<file path="src/rtl/count_up_debounce_pkg.sv">
// Shared definitions for the push-button debouncer and the CountFSM counter it feeds.
// Holds the state encoding and the counter widths.
package count_up_debounce_pkg;

  localparam logic [1:0] ST_IDLE         = 2'd0;
  localparam logic [1:0] ST_PRESS_WAIT   = 2'd1;
  localparam logic [1:0] ST_PRESSED      = 2'd2;
  localparam logic [1:0] ST_RELEASE_WAIT = 2'd3;

  localparam int CNT_W = 8;
  localparam int RPT_W = 16;

  typedef enum logic [1:0] {
    IDLE         = ST_IDLE,
    PRESS_WAIT   = ST_PRESS_WAIT,
    PRESSED      = ST_PRESSED,
    RELEASE_WAIT = ST_RELEASE_WAIT
  } db_state_t;

endpackage

</file>
<file path="src/rtl/count_up_debounce_sync_2ff.sv">
// Two-flop synchroniser for a single asynchronous input; reused for other raw inputs.
// Both flops clear on the synchronous active-high Reset.
module sync_2ff (
  input  logic Clk,
  input  logic Reset,
  input  logic d,
  output logic q
);

  logic s1_r;
  logic s2_r;

  // Metastability-settling flop chain.
  always_ff @(posedge Clk) begin
    if (Reset) begin
      s1_r <= 1'b0;
      s2_r <= 1'b0;
    end else begin
      s1_r <= d;
      s2_r <= s1_r;
    end
  end

  assign q = s2_r;

endmodule

</file>
<file path="src/rtl/count_up_debounce.sv">
// Turns a raw bouncing button into a registered one-cycle Count_up strobe for CountFSM,
// with an optional auto-repeat while the button stays held.
module count_up_debounce
  import count_up_debounce_pkg::*;
#(
  parameter int STABLE_CYCLES = 4,
  parameter int REPEAT_CYCLES = 0
) (
  input  logic Clk,
  input  logic Reset,
  input  logic Btn_in,
  output logic Count_up,
  output logic Btn_level
);

  localparam logic [CNT_W-1:0] STABLE_LAST = CNT_W'(STABLE_CYCLES - 1);
  localparam logic [RPT_W-1:0] RPT_LAST    =
    (REPEAT_CYCLES == 0) ? {RPT_W{1'b0}} : RPT_W'(REPEAT_CYCLES - 1);
  localparam logic             RPT_EN      = (REPEAT_CYCLES != 0);

  logic             s2_s;
  db_state_t        state_r;
  db_state_t        state_nxt_s;
  logic [CNT_W-1:0] cnt_r;
  logic [CNT_W-1:0] cnt_nxt_s;
  logic [RPT_W-1:0] rpt_r;
  logic [RPT_W-1:0] rpt_nxt_s;
  logic             count_up_r;
  logic             count_up_nxt_s;
  logic             btn_level_r;
  logic             btn_level_nxt_s;

  sync_2ff u_sync (
    .Clk   (Clk),
    .Reset (Reset),
    .d     (Btn_in),
    .q     (s2_s)
  );

  // State register.
  always_ff @(posedge Clk) begin
    if (Reset) begin
      state_r <= IDLE;
    end else begin
      state_r <= state_nxt_s;
    end
  end

  // Next-state decode from the synchronised level and the stability counter.
  always_comb begin
    state_nxt_s = state_r;
    case (state_r)
      IDLE: begin
        if (s2_s) state_nxt_s = PRESS_WAIT;
        else      state_nxt_s = IDLE;
      end
      PRESS_WAIT: begin
        if (!s2_s)                     state_nxt_s = IDLE;
        else if (cnt_r == STABLE_LAST) state_nxt_s = PRESSED;
        else                           state_nxt_s = PRESS_WAIT;
      end
      PRESSED: begin
        if (!s2_s) state_nxt_s = RELEASE_WAIT;
        else       state_nxt_s = PRESSED;
      end
      RELEASE_WAIT: begin
        if (s2_s)                      state_nxt_s = PRESSED;
        else if (cnt_r == STABLE_LAST) state_nxt_s = IDLE;
        else                           state_nxt_s = RELEASE_WAIT;
      end
      default: state_nxt_s = IDLE;
    endcase
  end

  // Counter and output next values; Count_up is a pulse unless a rule sets it this cycle.
  always_comb begin
    cnt_nxt_s       = cnt_r;
    rpt_nxt_s       = rpt_r;
    count_up_nxt_s  = 1'b0;
    btn_level_nxt_s = btn_level_r;
    case (state_r)
      IDLE: begin
        if (s2_s) cnt_nxt_s = {CNT_W{1'b0}};
        else      cnt_nxt_s = cnt_r;
      end
      PRESS_WAIT: begin
        if (!s2_s) begin
          cnt_nxt_s = cnt_r;
        end else if (cnt_r == STABLE_LAST) begin
          count_up_nxt_s  = 1'b1;
          btn_level_nxt_s = 1'b1;
          rpt_nxt_s       = {RPT_W{1'b0}};
        end else begin
          cnt_nxt_s = cnt_r + CNT_W'(1);
        end
      end
      PRESSED: begin
        // Release beats a coincident repeat expiry, so no pulse on that edge.
        if (!s2_s) begin
          cnt_nxt_s = {CNT_W{1'b0}};
          rpt_nxt_s = {RPT_W{1'b0}};
        end else if (RPT_EN && (rpt_r == RPT_LAST)) begin
          count_up_nxt_s = 1'b1;
          rpt_nxt_s      = {RPT_W{1'b0}};
        end else if (RPT_EN) begin
          rpt_nxt_s = rpt_r + RPT_W'(1);
        end else begin
          rpt_nxt_s = rpt_r;
        end
      end
      RELEASE_WAIT: begin
        if (s2_s) begin
          rpt_nxt_s = {RPT_W{1'b0}};
        end else if (cnt_r == STABLE_LAST) begin
          btn_level_nxt_s = 1'b0;
        end else begin
          cnt_nxt_s = cnt_r + CNT_W'(1);
        end
      end
      default: begin
        cnt_nxt_s       = {CNT_W{1'b0}};
        rpt_nxt_s       = {RPT_W{1'b0}};
        btn_level_nxt_s = 1'b0;
      end
    endcase
  end

  // Counter and output registers.
  always_ff @(posedge Clk) begin
    if (Reset) begin
      cnt_r       <= {CNT_W{1'b0}};
      rpt_r       <= {RPT_W{1'b0}};
      count_up_r  <= 1'b0;
      btn_level_r <= 1'b0;
    end else begin
      cnt_r       <= cnt_nxt_s;
      rpt_r       <= rpt_nxt_s;
      count_up_r  <= count_up_nxt_s;
      btn_level_r <= btn_level_nxt_s;
    end
  end

  assign Count_up  = count_up_r;
  assign Btn_level = btn_level_r;

endmodule

</file>
<file path="config.mk">
export PLATFORM = sky130hd
export DESIGN_NAME = count_up_debounce
export DESIGN_NICKNAME = d
export VERILOG_FILES = /design/src/rtl/count_up_debounce_pkg.sv /design/src/rtl/count_up_debounce_sync_2ff.sv /design/src/rtl/count_up_debounce.sv
export SDC_FILE = /design/constraint.sdc
export NUM_CORES = 1
export LEC_CHECK = 0
export ABC_CLOCK_PERIOD_IN_PS = 4100
export CAP_MARGIN = 5
export CORE_ASPECT_RATIO = 1.25
export CORE_MARGIN = 5
export CORE_UTILIZATION = 35
export CTS_CLUSTER_SIZE = 40
export DETAILED_ROUTE_END_ITERATION = 8
export DONT_BUFFER_PORTS = 1
export HOLD_SLACK_MARGIN = 0.1
export MAX_ROUTING_LAYER = met4
export SLEW_MARGIN = 30
export SYNTH_ARGS = -nofsm -noshare
export SYNTH_HDL_FRONTEND = slang
export SYNTH_SLANG_ARGS = --single-unit
</file>
<file path="constraint.sdc">
create_clock -name Clk -period 4.1 [get_ports Clk]
set_clock_uncertainty 0.1 [all_clocks]
set_input_delay 1.025 -clock Clk [delete_from_list [all_inputs] [get_ports Clk]]
set_output_delay 1.025 -clock Clk [all_outputs]
set_load 0.02 [all_outputs]
</file>
Word-level counts from Yosys, hierarchy flattened --
Index checks and enable logic that the tools add are counted.
Cells by class: add/subtract/negate cells 1, multiply operators 0, div/mod/pow operators 0, magnitude comparators 0, equal/unequal tests 10, shifts and indexed selects 0, mux-type cells 19, bitwise gates (word level) 2, reductions and logical operators 5
Operators with widths (count):
- two-way mux 8 bit | 5
- case mux 8 bit (4 select lines) | 1
- adder 8 x 1 -> 8 bit (second input constant) | 1
- equality test 8 x 2 -> 1 bit (second input constant) | 1
- two-way mux 2 bit | 4
- inequality test 2 bit (second input constant) | 4
- case mux 2 bit (4 select lines) | 1
- two-way mux 1 bit | 7
- AND reduction 5 bit | 1
- equality test 2 bit (second input constant) | 2
- inequality test 2 x 1 -> 1 bit (second input constant) | 2
- AND reduction 4 bit | 1
- OR reduction 3 bit | 1
- equality test 2 x 1 -> 1 bit (second input constant) | 1
- logical NOT 2 bit | 1
- NOT 1 bit | 2
- case mux 1 bit (2 select lines) | 1
- nonzero test 2 bit | 1
Word-level totals: register bits 14, bits in latches 0, RAM bits 0, ROM bits 0, output and inout port bits 2, logic and storage cells 43, memories kept 0

Longest topological paths before layout --
Gate-level depths: netlist of the first run.
word-level depth 4, mapped depth 4

By module --
Synthesis of the first run repeated with hierarchy kept, for this count alone.
Second synthesis, totals: cells, all modules 61, area total of the unflattened synthesis 615.6 µm²
Modules (own cells, without submodules):
- count_up_debounce | instances 1, cells each 57, area each 563.0 µm², seq. area each 240.2 µm²
- sync_2ff | instances 1, cells each 4, area each 52.6 µm², seq. area each 40.0 µm²

Least setup slack after synthesis of the first run --
No wires, ideal clock.
path type input to register, from input port Reset, to register cnt_r[3], data arrival time 1.522 ns, data required time 3.869 ns, slack 2.347 ns, stages on the path 3, cell sequence clkbuf_1 -> o21bai_1 -> a21oi_1
RTL lines:
- start: declaration | RTL line count_up_debounce.sv:10 | input logic Reset,
- end signal: assignment | RTL line count_up_debounce.sv:131 | cnt_r <= {CNT_W{1'b0}};
- end signal: assignment | RTL line count_up_debounce.sv:136 | cnt_r <= cnt_nxt_s;
- end: declaration | RTL line count_up_debounce.sv:24 | logic [CNT_W-1:0] cnt_r;

Worst setup path after layout of the first run --
from register btn_level_r (netlist: Btn_level), to output port Btn_level
RTL lines:
- start: declaration | RTL line count_up_debounce.sv:30 | logic btn_level_r;
- start signal: assignment | RTL line count_up_debounce.sv:139 | btn_level_r <= btn_level_nxt_s;
- end: declaration | RTL line count_up_debounce.sv:13 | output logic Btn_level
No word-level cell between the ends.

==> impl_metrics.toml, run 1 <==
[placement]
portBuffers = 0
dp_hpwl_um = 844
placed_area_um2 = 654
gp_congestion = 0.719
dp_cells = 86

[timing]
min_period_ns = 1.88
hold_slack_ns = 0.345
drv_slew = 0
hold_violations = 0
relSlewSlack = 0.479
finalSetupViolations = 0
tns_ns = 0
fmax_mhz = 532
max_slew.worst_pin.slew_ns = 0.776
period_share = 0.458
rsz0062_at_grt = "no"

[cts]
clkSinkCount = 14
ctsResizeCount = 0
cts_inserted_buffers = 3
cts_buffer_depth = 2
clkTransAtPathRegs_ns = 0.08
root_buffer = "clkbuf_4"
post_cts_buffers = 0
ctsHoldBuffers = 0
h-tree-depth = 1
cts_tree = "done"
clk_latency_ns = 0.28

[cells_and_area]
insertedDiodeCount = 0
fin_nets = 76
area_growth_pct = 6.56
final_area_um2 = 691
drive_above_1_share = 0.0845
instances_no_fill = 90

[global_route]
grt_usage = 0.0915
grt_pass1_wl_mm = 1.94
grt_pass1_vias = 443
antenna_found_initial = 0
gr-total-overflow = 0
grt_max_degree = 13

[floorplan]
fp.dieH_um = 58.1
initial_core_util = 0.367
coreArea_um2 = 1770
die_w_um = 48.5
dieArea_um2 = 2820
rows = 17
ios = 5

[power]
power_frac_seq = 0.568
switching_power_mw = 0.0527
p_int_mw = 0.195
leakagePower_nw = 0.229
swShare = 0.212
total_power_mw = 0.248
power_density_nw_per_um2 = 359
power_frac_clock = 0.402
vdd_drop_max_mv = 0.237
pwr-share-comb = 0.029

[detailed_routing]
dr.pass1.iters = 4
drc = 0
vias = 520
routedWlPerCell_um = 13.0
ant_nets = 0
first_iter_violations = 8
vias_per_cell = 5.78
drt-total-wl_mm = 1.17

[logic_synthesis]
syn-num-nets = 75
ys_seq_area_frac = 0.432
synth-seq-cells = 14
netlist-cell-type-count = 27
yosysWarnings = 0
synth_top_area_share = 0.432
synthTopCellsByArea = "dfxtp_1 (43%), or4_1 (6.9%), o31ai_1 (5.8%)"
avgSynthCellArea_um2 = 9.13
synth_cells = 71
synth_area_leader_cell = "dfxtp_1"
synth_area_um2 = 648

[critical_path]
critPathLaunchType = "flop"
cp.required_ns = 2.97
worstPathArrival_ns = 0.75
cp-end-kind = "primary output"
worstSetupPathType = "flop to primary output"
critical_path.max_fanout = 3

[run_status]
outcome = "completed"

[run]
maxCapViolCount = 0

[hold_path]
hold_class = "flop to flop"
[cells by family (layout without fill, tap and decap cells)]
logic type | after synthesis | count (layout) | synth area share
AND/OR/NAND/NOR | 26 | 26 | 0.257
multiplexers | 2 | 2 | 0.0309
flip-flops | 14 | 14 | 0.432
AO/OA/AOI/OAI | 20 | 20 | 0.195
adder cells (fa/ha/maj) | 1 | 1 | 0.0193
buffers and inverters | 6 | 6 | 0.0386
XOR/XNOR | 2 | 2 | 0.0270
[layout make-up]
cell class	count	area (um^2)
inverters	2	7.51
multi-input cells	51	343
fillers	178	1070
clock buffers	4	36.3
well taps	19	23.8
flip-flops and latches	14	280
[metal layers]
layer	vias up	GRT usage	part of all wire
li1	263	-	-
met1	244	0.111	0.48
met2	11	0.127	0.48
met3	2	0.0334	0.037
met4	0	0.0577	0.0034
met5	-	-	0
[power groups by stage]
| stage | Clock (mW) | Combinational [mW] | Sequential (mW) |
|---|---|---|---|
| final | 0.0998 | 0.00728 | 0.141 |
| after detailed placement | 0 | 0.00733 | 0.144 |
| after global placement | 0 | 0.00742 | 0.144 |
| after global routing | 0.111 | 0.00833 | 0.142 |
| after floorplan | 0 | 0.00747 | 0.144 |
| after CTS | 0.103 | 0.00734 | 0.141 |
[synth_stat cells]
| library cell | count |
|---|---|
| ha_1 | 1 |
| nand4_1 | 1 |
| or3_1 | 3 |
| or3b_2 | 1 |
| a21oi_1 | 7 |
| clkbuf_1 | 2 |
| xnor2_1 | 1 |
| o31ai_1 | 5 |
| and3b_1 | 1 |
| o31ai_2 | 1 |
| or4_1 | 6 |
| xor2_1 | 1 |
| mux2i_1 | 2 |
| nor2_1 | 1 |
| nand2b_1 | 3 |
| o21ai_0 | 4 |
| nor2b_1 | 3 |
| a31oi_1 | 1 |
| nand2_1 | 2 |
| nand3_1 | 2 |
| buf_2 | 2 |
| dfxtp_1 | 14 |
| nand3b_1 | 2 |
| nor3_1 | 1 |
| inv_1 | 2 |
| o21bai_1 | 1 |
| o211ai_1 | 1 |
[flip-flops by register name (all words and copies together), names as in the netlist]
name and cells:
u_sync.q 1, u_sync.s1_r 1, state_r 2, cnt_r 8, Count_up 1, Btn_level 1
[per-stage QoR]
step	worst slack [ns]	utilization
finish	2.22	0.391
global route	2.17	0.391
CTS	2.20	0.391
detailed placement	2.32	0.371
global placement	2.34	0.371
floorplan	2.35	-
[worst register-to-register path: cells and delay by family, from the launching register on]
kind,cells,cell delay (ns)
flip-flops,1,0.33
AND/OR/NAND/NOR,2,1.15
AO/OA/AOI/OAI,1,0.16
[path summary, 6_finish.rpt]
path,slack [ns],start,depth (start not counted),end
max reg2reg,2.29,cnt_r[6],3,Btn_level
min reg2reg,0.34,u_sync.s1_r,1,u_sync.q
max,2.22,Btn_level,0,Btn_level
min,0.34,u_sync.s1_r,1,u_sync.q
[layout by cell type (no fill, tap or decap), drive strengths merged, types with 2 or more instances in the layout]
cell    netlist  routed
a21oi         7       7
clkbuf        2       4
dfxtp        14      14
inv           2       2
mux2i         2       2
nand2         2       2
nand2b        3       3
nand3         2       2
nand3b        2       2
nor2b         3       3
o21ai         4       4
o31ai         6       6
or3           3       3
or4           6       6
No activity file was read; power rests on OpenSTA's default activity.
==> inputs of run 2 (changes only) <==
--- a/config.mk
+++ b/config.mk
@@ -5,7 +5,7 @@
 export SDC_FILE = /design/constraint.sdc
 export NUM_CORES = 1
 export LEC_CHECK = 0
-export ABC_CLOCK_PERIOD_IN_PS = 4100
+export ABC_CLOCK_PERIOD_IN_PS = 1700
 export CAP_MARGIN = 5
 export CORE_ASPECT_RATIO = 1.25
 export CORE_MARGIN = 5
==> constraint.sdc (replaced) <==
create_clock -name Clk -period 1.7 [get_ports Clk]
set_clock_uncertainty 0.1 [all_clocks]
set_input_delay 0.425 -clock Clk [delete_from_list [all_inputs] [get_ports Clk]]
set_output_delay 0.425 -clock Clk [all_outputs]
set_load 0.02 [all_outputs]
==> run 2 against run 1 <==
Against the previous run: combinational power increased to 3.8 times the previous value; global-route usage increased by 2.4 points; highest routed layer unchanged; largest cell class unchanged; sequential power rose by 140%; critical path type is now flop to flop.
==> impl_metrics.toml, run 2 (synthesized netlist as in run 1, its figures left out) <==
[floorplan]
rows = 17
initial_core_util = 0.367
fp.dieH_um = 58.1
dieArea_um2 = 2820
die_w_um = 48.5
ios = 5
coreArea_um2 = 1770

[critical_path]
cpMaxStageDelayCell = "or4_4"
cp-end-kind = "flop"
worstSetupPathType = "flop to flop"
cp.required_ns = 1.82
critical_path.max_fanout = 6
r2r_start = "cnt_r[7]"
critPathLaunchType = "flop"
endpoint = "state_r[1]"
worstPathArrival_ns = 1.80
reg2reg_to = "state_r[1]"
startpoint = "cnt_r[7]"
worst_r2r_path_depth = 3
crit_chain = "or4_4, or4_1, a21oi_2"
worst-path-buf-inv = 0
rrSetupSlack_ns = 0.01
cpLargestDelayFamily = "simple AND/OR/NAND/NOR gates"
slowest_delay_ns = 0.57
path_depth = 3

[placement]
gp_congestion = 0.734
dp_hpwl_um = 939
portBuffers = 0
dp_cells = 96

[global_route]
grt_pass1_wl_mm = 2.49
grt_usage = 0.115
gr-total-overflow = 0
grt_max_degree = 12
antenna_found_initial = 0
grt_pass1_vias = 568

[cts]
root_buffer = "clkbuf_4"
clkSinkCount = 14
clkTransAtPathRegs_ns = 0.09
cts_buffer_depth = 2
post_cts_buffers = 0
ctsHoldBuffers = 1
h-tree-depth = 1
cts_tree = "done"
cts_inserted_buffers = 3
clk_latency_ns = 0.28

[run]
maxCapViolCount = 0

[detailed_routing]
drt-total-wl_mm = 1.34
drc = 0
ant_nets = 0
first_iter_violations = 6
vias = 575
dr.pass1.iters = 4
routedWlPerCell_um = 13.2
vias_per_cell = 5.69

[cells_and_area]
top_register = "cnt_r"
n_fill_cell = 178
fin_nets = 87
reg.largest.list = "cnt_r x8, state_r x2"
layout_common_cells = "dfxtp_1 (14), buf_4 (10), a21oi_1 (6)"
largest_reg_flops = 8
instances_no_fill = 101
drive_above_1_share = 0.232
insertedDiodeCount = 0
final_common_cell = "dfxtp_1"
area_growth_pct = 21.2

[timing]
max_slew.worst_pin.slew_ns = 0.430
rsz0062_at_grt = "yes"
hold_violations = 0
fmax_mhz = 593
finalSetupViolations = 0
drv_slew = 0
min_period_ns = 1.69
period_share = 0.992
relSlewSlack = 0.712

[hold_path]
hold_class = "input pin to flop"

[power]
power_density_nw_per_um2 = 776
leakagePower_nw = 0.279
total_power_mw = 0.610
vdd_drop_max_mv = 0.479

[run_status]
outcome = "completed"
## run 2: layer usage
layer,part of all wire,vias to the layer above,GRT usage
met5,0,-,-
met4,0.019,0,0.0577
met3,0.034,4,0.0334
met2,0.51,10,0.190
met1,0.44,272,0.125
li1,-,289,-
## run 2: stage by stage
stage | util | cell area (um^2) | worst slack (ns) | TNS [ns] | hold slack [ns]
global route | 0.445 | 786 | -0.0593 | -0.0998 | 0.0741
floorplan | - | 654 | 0.000200 | 0 | 0.314
detailed placement | 0.413 | 729 | -0.0417 | -0.0649 | 0.328
CTS | 0.442 | 779 | 0.0202 | 0 | 0.101
global placement | 0.413 | 729 | 0.00492 | 0 | 0.316
finish | 0.445 | 786 | 0.0143 | 0 | 0.0990
## run 2: how the worst min path moves through the flow
stage / cells past startpoint / slack (ns) / end / from
2_1_floorplan: 1 / 0.31 / u_sync.q / u_sync.s1_r
3_3_place_gp: 1 / 0.32 / u_sync.q / u_sync.s1_r
3_5_place_dp: 1 / 0.33 / u_sync.q / u_sync.s1_r
4_1_cts: 1 / 0.10 / state_r[1] / Reset
5_1_grt: 1 / 0.07 / state_r[1] / Reset
6_report: 1 / 0.1 / state_r[1] / Reset
## run 2: layout make-up
cell class,count,area (um^2),area share
inverters,2,7.51,0.00955
flip-flops and latches,14,280,0.357
clock buffers,4,36.3,0.0462
multi-input cells,51,353,0.449
repair buffers,11,85.1,0.108
well taps,19,23.8,0.0303
## run 2: power by group
part | internal [mW] | switching (mW) | leakage, nW
combinational | 0.0143 | 0.0134 | 0.145
sequential | 0.333 | 0.00658 | 0.113
clock | 0.130 | 0.112 | 0.0210
## run 2: worst register-to-register path, stage by stage (launching register included)
cell and delay [ns]:
dfxtp_1 0.32, or4_4 0.57, or4_1 0.51, a21oi_2 0.13
## run 2: what timing repair did
item	in CTS	in global routing
hold endpoints to repair	4	2
resized for setup	1	2
endpoints found under the setup margin	4	4
